[config.mk]
export PLATFORM = sky130hd
export DESIGN_NAME = token_anim_responder_flat
export DESIGN_NICKNAME = d
export VERILOG_FILES = /design/src/rtl/token_anim_responder_if.sv /design/src/rtl/token_anim_responder.sv /design/src/flat_wrapper.sv
export SDC_FILE = /design/constraint.sdc
export NUM_CORES = 1
export LEC_CHECK = 0
export ABC_CLOCK_PERIOD_IN_PS = 6300
export BUFFER_PORTS_ARGS = -buffer_cell sky130_fd_sc_hd__buf_2
export CELL_PAD_IN_SITES_DETAIL_PLACEMENT = 1
export CELL_PAD_IN_SITES_GLOBAL_PLACEMENT = 1
export CORE_MARGIN = 5
export CORE_UTILIZATION = 47
export CTS_BUF_LIST = sky130_fd_sc_hd__clkbuf_16
export DETAILED_ROUTE_END_ITERATION = 8
export MAX_ROUTING_LAYER = met4
export PLACE_DENSITY_LB_ADDON = 0.1
export SETUP_SLACK_MARGIN = 0.05
export SLEW_MARGIN = 40
export SYNTH_ARGS = -nofsm -noshare
export SYNTH_HDL_FRONTEND = slang
export SYNTH_SLANG_ARGS = --single-unit
[constraint.sdc]
create_clock -name clk -period 6.3 [get_ports clk]
set_clock_uncertainty 0.2 [all_clocks]
set_input_delay 0.945 -clock clk [delete_from_list [all_inputs] [get_ports clk]]
set_output_delay 0.945 -clock clk [all_outputs]
set_load 0.02 [all_outputs]
[src/rtl/token_anim_responder_if.sv]
// rtl/token_anim_responder_if.sv - controller/animation handshake bundle
// Purpose: groups the game controller's position/event handshake with the
// responder's completion pulse.
// Signals:
//   pos_valid    controller -> responder  position update level
//   turn         controller -> responder  0 = player 1, 1 = player 2 moving
//   p1_pos       controller -> responder  player 1 position (0..10)
//   p2_pos       controller -> responder  player 2 position (0..10)
//   event_flag   controller -> responder  event after the move
//   winner_valid controller -> responder  a winner has been decided
//   winner_id    controller -> responder  which player won
//   turn_done    responder -> controller  single-cycle completion pulse
// Modports: master = controller side, slave = responder side.
interface token_anim_responder_if;
  logic       pos_valid;
  logic       turn;
  logic [3:0] p1_pos;
  logic [3:0] p2_pos;
  logic [3:0] event_flag;
  logic       winner_valid;
  logic       winner_id;
  logic       turn_done;

  modport master (
    output pos_valid, turn, p1_pos, p2_pos, event_flag, winner_valid, winner_id,
    input  turn_done
  );

  modport slave (
    input  pos_valid, turn, p1_pos, p2_pos, event_flag, winner_valid, winner_id,
    output turn_done
  );
endinterface

[src/rtl/token_anim_responder.sv]
// rtl/token_anim_responder.sv - steps board tokens toward controller positions
// Purpose: on a pos_valid rise, walks the moving player's displayed token one
// cell per STEP_CYCLES toward its target, pulses turn_done, then plays the
// event phase (back-to-start walk, banner hold or win hold).
// Optional feature macro: TOKEN_ANIM_EVENT_BANNER_EN enables the timed banner
// state; without it banner events complete immediately and event_active is 0.
// Ports:
//   clk, reset_n  clock and synchronous active-low reset
//   ctrl          controller handshake (slave side, drives turn_done)
//   disp_p1/p2    displayed token cells
//   anim_player   player currently animated
//   moving        walk in progress
//   event_active  banner hold in progress
//   event_code    latched event flag, 0 when idle
//   win_show      win screen held until reset
module token_anim_responder #(
  parameter int STEP_CYCLES  = 25_000_000,
  parameter int EVENT_CYCLES = 100_000_000
) (
  input  logic                         clk,
  input  logic                         reset_n,
  token_anim_responder_if.slave        ctrl,
  output logic [3:0]                   disp_p1,
  output logic [3:0]                   disp_p2,
  output logic                         anim_player,
  output logic                         moving,
  output logic                         event_active,
  output logic [3:0]                   event_code,
  output logic                         win_show
);

  localparam int CNT_MAX = (STEP_CYCLES > EVENT_CYCLES) ? STEP_CYCLES : EVENT_CYCLES;
  localparam int CNT_W   = (CNT_MAX > 1) ? $clog2(CNT_MAX) : 1;

  typedef enum logic [2:0] {
    S_IDLE,
    S_MOVE,
    S_DONE,
    S_WAIT_FALL,
    S_EVENT,
    S_WIN
  } state_t;

  state_t             state_q, state_d;
  logic               pv_q, pv_d;
  logic               anim_player_q, anim_player_d;
  logic [3:0]         target_q, target_d;
  logic [CNT_W-1:0]   step_cnt_q, step_cnt_d;
  logic [3:0]         disp_p1_q, disp_p1_d;
  logic [3:0]         disp_p2_q, disp_p2_d;
  logic [3:0]         event_code_q, event_code_d;

  logic               pv_rise;
  logic [3:0]         cur_disp;
  logic [3:0]         next_disp;
  logic               unused_winner_id;

  // Winner identity is shown by the renderer from the controller directly.
  assign unused_winner_id = ctrl.winner_id;

  function automatic logic [3:0] clamp_pos(input logic [3:0] p);
    return (p > 4'd10) ? 4'd10 : p;
  endfunction

  assign pv_rise   = ctrl.pos_valid & ~pv_q;
  assign cur_disp  = anim_player_q ? disp_p2_q : disp_p1_q;
  assign next_disp = (cur_disp < target_q) ? cur_disp + 4'd1 : cur_disp - 4'd1;

  always_ff @(posedge clk) begin
    if (!reset_n) begin
      state_q       <= S_IDLE;
      pv_q          <= 1'b0;
      anim_player_q <= 1'b0;
      target_q      <= 4'd0;
      step_cnt_q    <= '0;
      disp_p1_q     <= 4'd0;
      disp_p2_q     <= 4'd0;
      event_code_q  <= 4'd0;
    end else begin
      state_q       <= state_d;
      pv_q          <= pv_d;
      anim_player_q <= anim_player_d;
      target_q      <= target_d;
      step_cnt_q    <= step_cnt_d;
      disp_p1_q     <= disp_p1_d;
      disp_p2_q     <= disp_p2_d;
      event_code_q  <= event_code_d;
    end
  end

  always_comb begin
    state_d       = state_q;
    pv_d          = ctrl.pos_valid;
    anim_player_d = anim_player_q;
    target_d      = target_q;
    step_cnt_d    = step_cnt_q;
    disp_p1_d     = disp_p1_q;
    disp_p2_d     = disp_p2_q;
    event_code_d  = event_code_q;

    case (state_q)
      S_IDLE: begin
        event_code_d = 4'd0;
        if (pv_rise) begin
          anim_player_d = ctrl.turn;
          target_d      = clamp_pos(ctrl.turn ? ctrl.p2_pos : ctrl.p1_pos);
          step_cnt_d    = '0;
          state_d       = S_MOVE;
        end
      end

      S_MOVE: begin
        if (cur_disp == target_q) begin
          // Already on target at entry: zero-cell move.
          state_d = S_DONE;
        end else if (step_cnt_q == CNT_W'(STEP_CYCLES - 1)) begin
          step_cnt_d = '0;
          if (anim_player_q) disp_p2_d = next_disp;
          else               disp_p1_d = next_disp;
          // Leave on the same edge as the last step so no extra step is taken.
          if (next_disp == target_q) state_d = S_DONE;
        end else begin
          step_cnt_d = step_cnt_q + CNT_W'(1);
        end
      end

      S_DONE: begin
        // A nonzero code means this pulse closed an event phase.
        if (event_code_q == 4'd0) begin
          state_d = S_WAIT_FALL;
        end else begin
          state_d      = S_IDLE;
          event_code_d = 4'd0;
        end
      end

      S_WAIT_FALL: begin
        if (!ctrl.pos_valid) begin
          event_code_d = ctrl.event_flag;
          step_cnt_d   = '0;
          if (ctrl.winner_valid) begin
            event_code_d = 4'd10;
            state_d      = S_WIN;
          end else if (ctrl.event_flag == 4'd0) begin
            state_d = S_IDLE;
          end else if (ctrl.event_flag == 4'd3) begin
            target_d = clamp_pos(anim_player_q ? ctrl.p2_pos : ctrl.p1_pos);
            state_d  = S_MOVE;
          end else begin
`ifdef TOKEN_ANIM_EVENT_BANNER_EN
            state_d = S_EVENT;
`else
            state_d = S_DONE;
`endif
          end
        end
      end

      S_EVENT: begin
        if (step_cnt_q == CNT_W'(EVENT_CYCLES - 1)) begin
          step_cnt_d = '0;
          state_d    = S_DONE;
        end else begin
          step_cnt_d = step_cnt_q + CNT_W'(1);
        end
      end

      S_WIN: begin
        event_code_d = 4'd10;
      end

      default: begin
        state_d = S_IDLE;
      end
    endcase
  end

  assign disp_p1        = disp_p1_q;
  assign disp_p2        = disp_p2_q;
  assign anim_player    = anim_player_q;
  assign moving         = (state_q == S_MOVE);
  assign ctrl.turn_done = (state_q == S_DONE);
  assign event_code     = event_code_q;
  assign win_show       = (state_q == S_WIN);
`ifdef TOKEN_ANIM_EVENT_BANNER_EN
  assign event_active   = (state_q == S_EVENT);
`else
  assign event_active   = 1'b0;
`endif

endmodule

[src/flat_wrapper.sv]
// flat-port wrapper written by rule: the top's interface ports become plain ports
module token_anim_responder_flat 
#(
  parameter int STEP_CYCLES  = 25_000_000,
  parameter int EVENT_CYCLES = 100_000_000
)
  (clk, reset_n, disp_p1, disp_p2, anim_player, moving, event_active, event_code, win_show, ctrl_pos_valid, ctrl_turn, ctrl_p1_pos, ctrl_p2_pos, ctrl_event_flag, ctrl_winner_valid, ctrl_winner_id, ctrl_turn_done);
  token_anim_responder_if ctrl_i ();
  input  logic clk;
  input  logic reset_n;
  output logic [3:0] disp_p1;
  output logic [3:0] disp_p2;
  output logic anim_player;
  output logic moving;
  output logic event_active;
  output logic [3:0] event_code;
  output logic win_show;
  input wire logic [$bits(ctrl_i.pos_valid)-1:0] ctrl_pos_valid;
  input wire logic [$bits(ctrl_i.turn)-1:0] ctrl_turn;
  input wire logic [$bits(ctrl_i.p1_pos)-1:0] ctrl_p1_pos;
  input wire logic [$bits(ctrl_i.p2_pos)-1:0] ctrl_p2_pos;
  input wire logic [$bits(ctrl_i.event_flag)-1:0] ctrl_event_flag;
  input wire logic [$bits(ctrl_i.winner_valid)-1:0] ctrl_winner_valid;
  input wire logic [$bits(ctrl_i.winner_id)-1:0] ctrl_winner_id;
  output wire logic [$bits(ctrl_i.turn_done)-1:0] ctrl_turn_done;
  assign ctrl_i.pos_valid = ctrl_pos_valid;
  assign ctrl_i.turn = ctrl_turn;
  assign ctrl_i.p1_pos = ctrl_p1_pos;
  assign ctrl_i.p2_pos = ctrl_p2_pos;
  assign ctrl_i.event_flag = ctrl_event_flag;
  assign ctrl_i.winner_valid = ctrl_winner_valid;
  assign ctrl_i.winner_id = ctrl_winner_id;
  assign ctrl_turn_done = ctrl_i.turn_done;
  token_anim_responder #(.STEP_CYCLES(STEP_CYCLES), .EVENT_CYCLES(EVENT_CYCLES)) u_core (.clk(clk), .reset_n(reset_n), .ctrl(ctrl_i), .disp_p1(disp_p1), .disp_p2(disp_p2), .anim_player(anim_player), .moving(moving), .event_active(event_active), .event_code(event_code), .win_show(win_show));
endmodule
==> results of run 1 <==
worst reg2reg max path, stage by stage, from the launching register on:
cell and delay [ns]:
dfxtp_1 0.58, mux2i_1 0.35, inv_1 0.12, ha_1 0.33
a21oi_1 0.08, o21ai_0 0.48, inv_1 0.19, fa_1 0.42
xnor2_1 0.33, xnor2_1 0.14, nor4_1 0.36, nand4_1 0.15
and4b_1 0.20
kinds of logic (layout without fill, tap and decap cells):
group           Yosys count  after routing
mux                      12             12
simple gates            165            165
fa+ha+maj                 8              8
flops                    48             48
other cells               1              1
buf+inv                  35             56
compound gates           67             67
xor+xnor                 23             23
layout by cell type (no fill, tap or decap), types with 11 or more instances in the layout:
cell	instances
a21oi_1	24
buf_2	32
dfxtp_1	48
inv_1	17
nand2_1	33
nand3_1	15
nor2_1	37
nor4_1	11
o21ai_0	11
xnor2_1	21
power breakdown:
group | internal [mW] | switching (mW)
clock | 0.140 | 0.103
combinational | 0.123 | 0.232
sequential | 0.320 | 0.0307
total | 0.584 | 0.366
metal layers:
layer	part of all wire, %	vias up
li1	-	1332
met1	48	1314
met2	48	38
met3	3.5	6
met4	0.87	0
met5	0	-
per-stage QoR:
step	total power, mW	area (um2)	setup WS, ns	hold slack [ns]
final	0.949	3200	2.28	0.276
after global routing	1.01	3200	1.93	0.309
after CTS	0.961	3200	2.27	0.280
after detailed placement	0.710	3080	2.32	0.271
after global placement	0.701	3080	2.46	0.252
after floorplan	0.615	2880	2.64	0.244
cell type report:
class	count	area, um2	area share, %
repair buffers	33	168	5.24
clock buffers	5	125	3.91
flip-flops and latches	48	961	30.0
well taps	75	93.8	2.93
inverters	18	67.6	2.11
multi-input cells	276	1790	55.8
state kept, by name, indices dropped and copies added (netlist names):
name and flops:
u_core.step_cnt_q 27, u_core.disp_p1 4, u_core.disp_p2 4, u_core.event_code 4, u_core.target_q 4, u_core.state_q 3
u_core.anim_player 1, u_core.pv_q 1
worst paths after layout:
path	start	end	slack [ns]
min	u_core.step_cnt_q[1]	u_core.step_cnt_q[1]	0.28
min reg2reg	u_core.step_cnt_q[1]	u_core.step_cnt_q[1]	0.28
max	u_core.anim_player	u_core.state_q[0]	2.28
max reg2reg	u_core.anim_player	u_core.state_q[0]	2.28
==> impl_metrics.py, run 1 <==
metrics = {
    "timing": {
        "fin_tns_setup_ns": 0,
        "finalHoldViolCount": 0,
        "period_needed_ns": 4.02,
        "min_period_over_period_pct": 63.8,
        "setup_violations": 0,
        "rsz0062_at_grt": "no",
        "fmax_mhz": 249,
        "max_slew_margin_pct": 50.2,
        "worstMarginPinSlew_ns": 0.726,
        "drv_slew": 0,
    },
    "logic_synthesis": {
        "syn_nets": 385,
        "syn-cell-area_um2": 2880,
        "netlist.area_leader.share_pct": 33.4,
        "synthTopCellsByCount": "dfxtp_1 (48), nor2_1 (37), nand2_1 (33)",
        "synth-xor-area-share_pct": 7.47,
        "synth_top_family_by_area": "simple AND/OR/NAND/NOR gates",
        "dominantRegCellSynth": "dfxtp_1",
        "synth-async-reset-ratio_pct": 0,
        "synthMuxAreaShare_pct": 4.30,
        "synth_area_leaders": "dfxtp_1 (33%), xnor2_1 (6.4%), nor2_1 (4.8%)",
        "yosysMostFrequentCell": "dfxtp_1",
        "synth_cell_types": 57,
        "synth_top_area_cell": "dfxtp_1",
        "synthSimpleGateAreaFrac_pct": 31.1,
        "yosysWarnings": 0,
        "ys_ff_latch": 48,
        "synth_fa_ha_area_share_pct": 3.74,
        "ys_seq_area_share_pct": 33.4,
        "synth_edf_count": 0,
        "synth_compound_area_share_pct": 15.1,
        "synthCells": 359,
        "avgSynthCellArea_um2": 8.02,
    },
    "setup_path": {
        "slowest_delay_ns": 0.58,
        "crit_fanout": 9,
        "path_class": "flop to flop",
        "cp_top_family": "adder cells",
        "arrival_ns": 4.00,
        "end_kind": "flop",
        "cp-start-kind": "flop",
        "required_ns": 6.28,
        "reg2regPathDepth": 12,
        "path_depth": 12,
        "cp_cell_sequence": "mux2i_1 > inv_1 > ha_1 > a21oi_1 > o21ai_0 > inv_1 > fa_1 > xnor2_1 > xnor2_1 > nor4_1 > nand4_1 > and4b_1",
        "path_buf_inv": 2,
        "cp_slowest_cell": "dfxtp_1",
    },
    "global_route": {
        "grt-busiest-layer": "met2",
        "gr-usage-met3_pct": 3.35,
        "gr-usage-met1_pct": 26.4,
        "grt_antenna_before_repair": 0,
        "gr-usage-met2_pct": 37.3,
        "grt_usage_pct": 21.5,
        "grt_pass1_vias": 2782,
        "grt_max_degree": 38,
        "grt-ovfl-total": 0,
        "grt_pass1_wl_um": 13000,
    },
    "detailed_routing": {
        "drtIter0Drc": 124,
        "totalWireLength_um": 7500,
        "ant_nets": 0,
        "drt-vias-per-instance": 5.91,
        "avgRoutedWirePerCell_um": 16.5,
        "vias": 2690,
        "dr.pass1.iters": 4,
        "drc": 0,
    },
    "clock_network": {
        "cts_tree": "built",
        "path_clk_slew_ns": 0.06,
        "cts_resized": 0,
        "cts_buffer_depth": 2,
        "cts_buffers": 5,
        "cts-root-buf": "clkbuf_16",
        "clkLatencyLatePin_ns": 0.28,
        "numClockSinks": 48,
        "h-tree-depth": 2,
        "hold_buffers": 0,
        "cts_setup_buffers": 0,
    },
    "place": {
        "gp_congestion": 0.854,
        "dpl.hpwl_um": 5580,
        "io_buffers": 32,
        "post-place-cells": 450,
    },
    "floorplanning": {
        "io_pins": 35,
        "start_util_pct": 48.4,
        "die_x_um": 88.3,
        "die_h_um": 88.3,
        "std_cell_rows": 28,
        "die_area_um2": 7790,
        "core_um2": 5960,
    },
    "run": {
        "drv_cap": 0,
    },
    "layout": {
        "utilization_pct": 53.8,
        "insertedDiodeCount": 0,
        "area_growth_pct": 11.2,
        "drive_gt1_share_pct": 13.9,
        "final_cells": 455,
        "fillers": 744,
        "nets": 408,
    },
    "pwr": {
        "ir_drop_uv": 196,
        "power_density_nw_per_um2": 297,
        "p_leak_nw": 1.17,
    },
    "min_path": {
        "hold_depth": 2,
        "hold_path.class": "flop to flop",
    },
    "run_status": {
        "status": "completed",
    },
}
(Power assumes the default switching activity.)
==> inputs of run 2 (changes only) <==
--- a/config.mk
+++ b/config.mk
@@ -5,12 +5,12 @@
 export SDC_FILE = /design/constraint.sdc
 export NUM_CORES = 1
 export LEC_CHECK = 0
-export ABC_CLOCK_PERIOD_IN_PS = 6300
+export ABC_CLOCK_PERIOD_IN_PS = 3700
 export BUFFER_PORTS_ARGS = -buffer_cell sky130_fd_sc_hd__buf_2
 export CELL_PAD_IN_SITES_DETAIL_PLACEMENT = 1
 export CELL_PAD_IN_SITES_GLOBAL_PLACEMENT = 1
 export CORE_MARGIN = 5
-export CORE_UTILIZATION = 47
+export CORE_UTILIZATION = 39
 export CTS_BUF_LIST = sky130_fd_sc_hd__clkbuf_16
 export DETAILED_ROUTE_END_ITERATION = 8
 export MAX_ROUTING_LAYER = met4
==> constraint.sdc (replaced) <==
create_clock -name clk -period 3.7 [get_ports clk]
set_clock_uncertainty 0.2 [all_clocks]
set_input_delay 0.555 -clock clk [delete_from_list [all_inputs] [get_ports clk]]
set_output_delay 0.555 -clock clk [all_outputs]
set_load 0.02 [all_outputs]
==> run 2 against run 1 <==
Final area up 3.2%. First-iteration DRC count down 31%. Sequential power up 68%. Global-route usage down 3.2 points. Highest routed layer unchanged. Combinational power up 88%. Largest cell class unchanged. Clock power up 80%. Sequential share of layout area down 0.94 points. Wire length up 1.7%. Via count down 1.1%.
==> impl_metrics.py, run 2 (synthesized netlist as in run 1, its figures left out) <==
metrics = {
    "run_status": {
        "status": "completed",
    },
    "setup_path": {
        "cp-start-kind": "flop",
        "path_class": "flop to flop",
        "slowest_delay_ns": 0.45,
        "cp_cell_sequence": "mux2i_1 > inv_1 > ha_1 > a21oi_1 > o21ai_0 > inv_1 > fa_1 > xnor2_1 > xnor2_1 > nor4_1 > nand4_1 > and4b_1",
        "arrival_ns": 3.36,
        "cp_top_family": "adder cells",
        "required_ns": 3.68,
        "cp_slowest_cell": "dfxtp_1",
        "reg2reg_slack_ns": 0.32,
        "crit_fanout": 5,
        "path_buf_inv": 2,
        "end_kind": "flop",
    },
    "clock_network": {
        "cts_buffer_depth": 2,
        "path_clk_slew_ns": 0.06,
        "cts_buffers": 5,
        "cts_tree": "built",
        "h-tree-depth": 2,
        "numClockSinks": 48,
        "cts_setup_buffers": 0,
        "hold_buffers": 0,
        "cts_resized": 0,
        "clkLatencyLatePin_ns": 0.29,
        "cts-root-buf": "clkbuf_16",
    },
    "timing": {
        "setup_slack_ns": 0.323,
        "worstMarginPinSlew_ns": 0.724,
        "min_period_over_period_pct": 91.3,
        "period_needed_ns": 3.38,
        "drv_slew": 0,
        "finalHoldViolCount": 0,
        "fmax_mhz": 296,
        "hold_slack_ns": 0.273,
        "setup_violations": 0,
        "fin_tns_setup_ns": 0,
        "rsz0062_at_grt": "no",
        "max_slew_margin_pct": 50.3,
    },
    "pwr": {
        "p_sw_uw": 653,
        "power_frac_seq_pct": 34.8,
        "ir_drop_uv": 222,
        "sw_frac_of_total_pct": 38.5,
        "p_leak_nw": 1.21,
        "p_int_mw": 1.04,
        "finalPower_mw": 1.70,
        "p_comb_share_pct": 39.4,
        "clkPwrFrac_pct": 25.8,
        "power_density_nw_per_um2": 514,
    },
    "layout": {
        "layout_common_cells": "dfxtp_1 (48), nor2_1 (37), nand2_1 (33)",
        "largest_reg_flops": 27,
        "final_cells": 488,
        "area_growth_pct": 14.8,
        "insertedDiodeCount": 0,
        "final_common_cell": "dfxtp_1",
        "regMostFlops": "u_core.step_cnt_q",
        "stdcell_area_um2": 3310,
        "nets": 415,
        "utilization_pct": 45.8,
        "drive_gt1_share_pct": 15.4,
    },
    "detailed_routing": {
        "ant_nets": 0,
        "drtIter0Drc": 85,
        "totalWireLength_um": 7630,
        "dr.pass1.iters": 4,
        "drt-vias-per-instance": 5.45,
        "drc": 0,
        "avgRoutedWirePerCell_um": 15.6,
        "vias": 2661,
    },
    "floorplanning": {
        "io_pins": 35,
        "die_area_um2": 9200,
        "core_um2": 7210,
        "start_util_pct": 39.9,
        "die_h_um": 95.9,
        "die_x_um": 95.9,
        "std_cell_rows": 31,
    },
    "global_route": {
        "grt_usage_pct": 18.3,
        "grt_pass1_vias": 2715,
        "grt_pass1_wl_um": 13000,
        "grt_antenna_before_repair": 0,
        "grt_max_degree": 38,
        "grt-ovfl-total": 0,
    },
    "place": {
        "post-place-cells": 481,
        "gp_congestion": 0.843,
        "place_area_um2": 3170,
        "io_buffers": 32,
        "dpl.hpwl_um": 5620,
        "dp_slack_ns": 0.342,
    },
    "run": {
        "drv_cap": 0,
    },
    "min_path": {
        "hold_path.class": "flop to flop",
    },
}
## run 2: routing by layer
metal / routed length [um] / global-route usage [%]
met1: 3910 / 24.7
met4: 75 / 4.27
met3: 178 / 2.97
met5: 0 / -
met2: 3460 / 28.5
## run 2: final cells by class
cell class              count  area, um2
multi-input cells         276       1790
fillers                   910       3910
well taps                  99        124
repair buffers             40        233
clock buffers               5        125
inverters                  18       67.6
clock inverters             2       8.76
flip-flops and latches     48        961
## run 2: path summary, 6_finish.rpt
kind                        startpoint              endpoint  cells past startpoint
hold reg to reg   u_core.event_code[3]  u_core.event_code[3]                      2
setup reg to reg    u_core.anim_player     u_core.state_q[0]                     12
hold / removal    u_core.event_code[3]  u_core.event_code[3]                      2
setup / recovery    u_core.anim_player     u_core.state_q[0]                     12
## run 2: power groups by stage
stage | Combinational [mW] | Clock [mW] | Sequential [mW]
3_5_place_dp | 0.665 | 0 | 0.603
3_3_place_gp | 0.657 | 0 | 0.604
4_1_cts | 0.674 | 0.452 | 0.591
5_1_grt | 0.736 | 0.477 | 0.599
2_1_floorplan | 0.471 | 0 | 0.576
6_report | 0.669 | 0.437 | 0.591
## run 2: tightest hold or removal path, stage by stage, from the launching register on
cell and delay [ns]:
dfxtp_1 0.32, nand2_1 0.06, a21oi_1 0.05
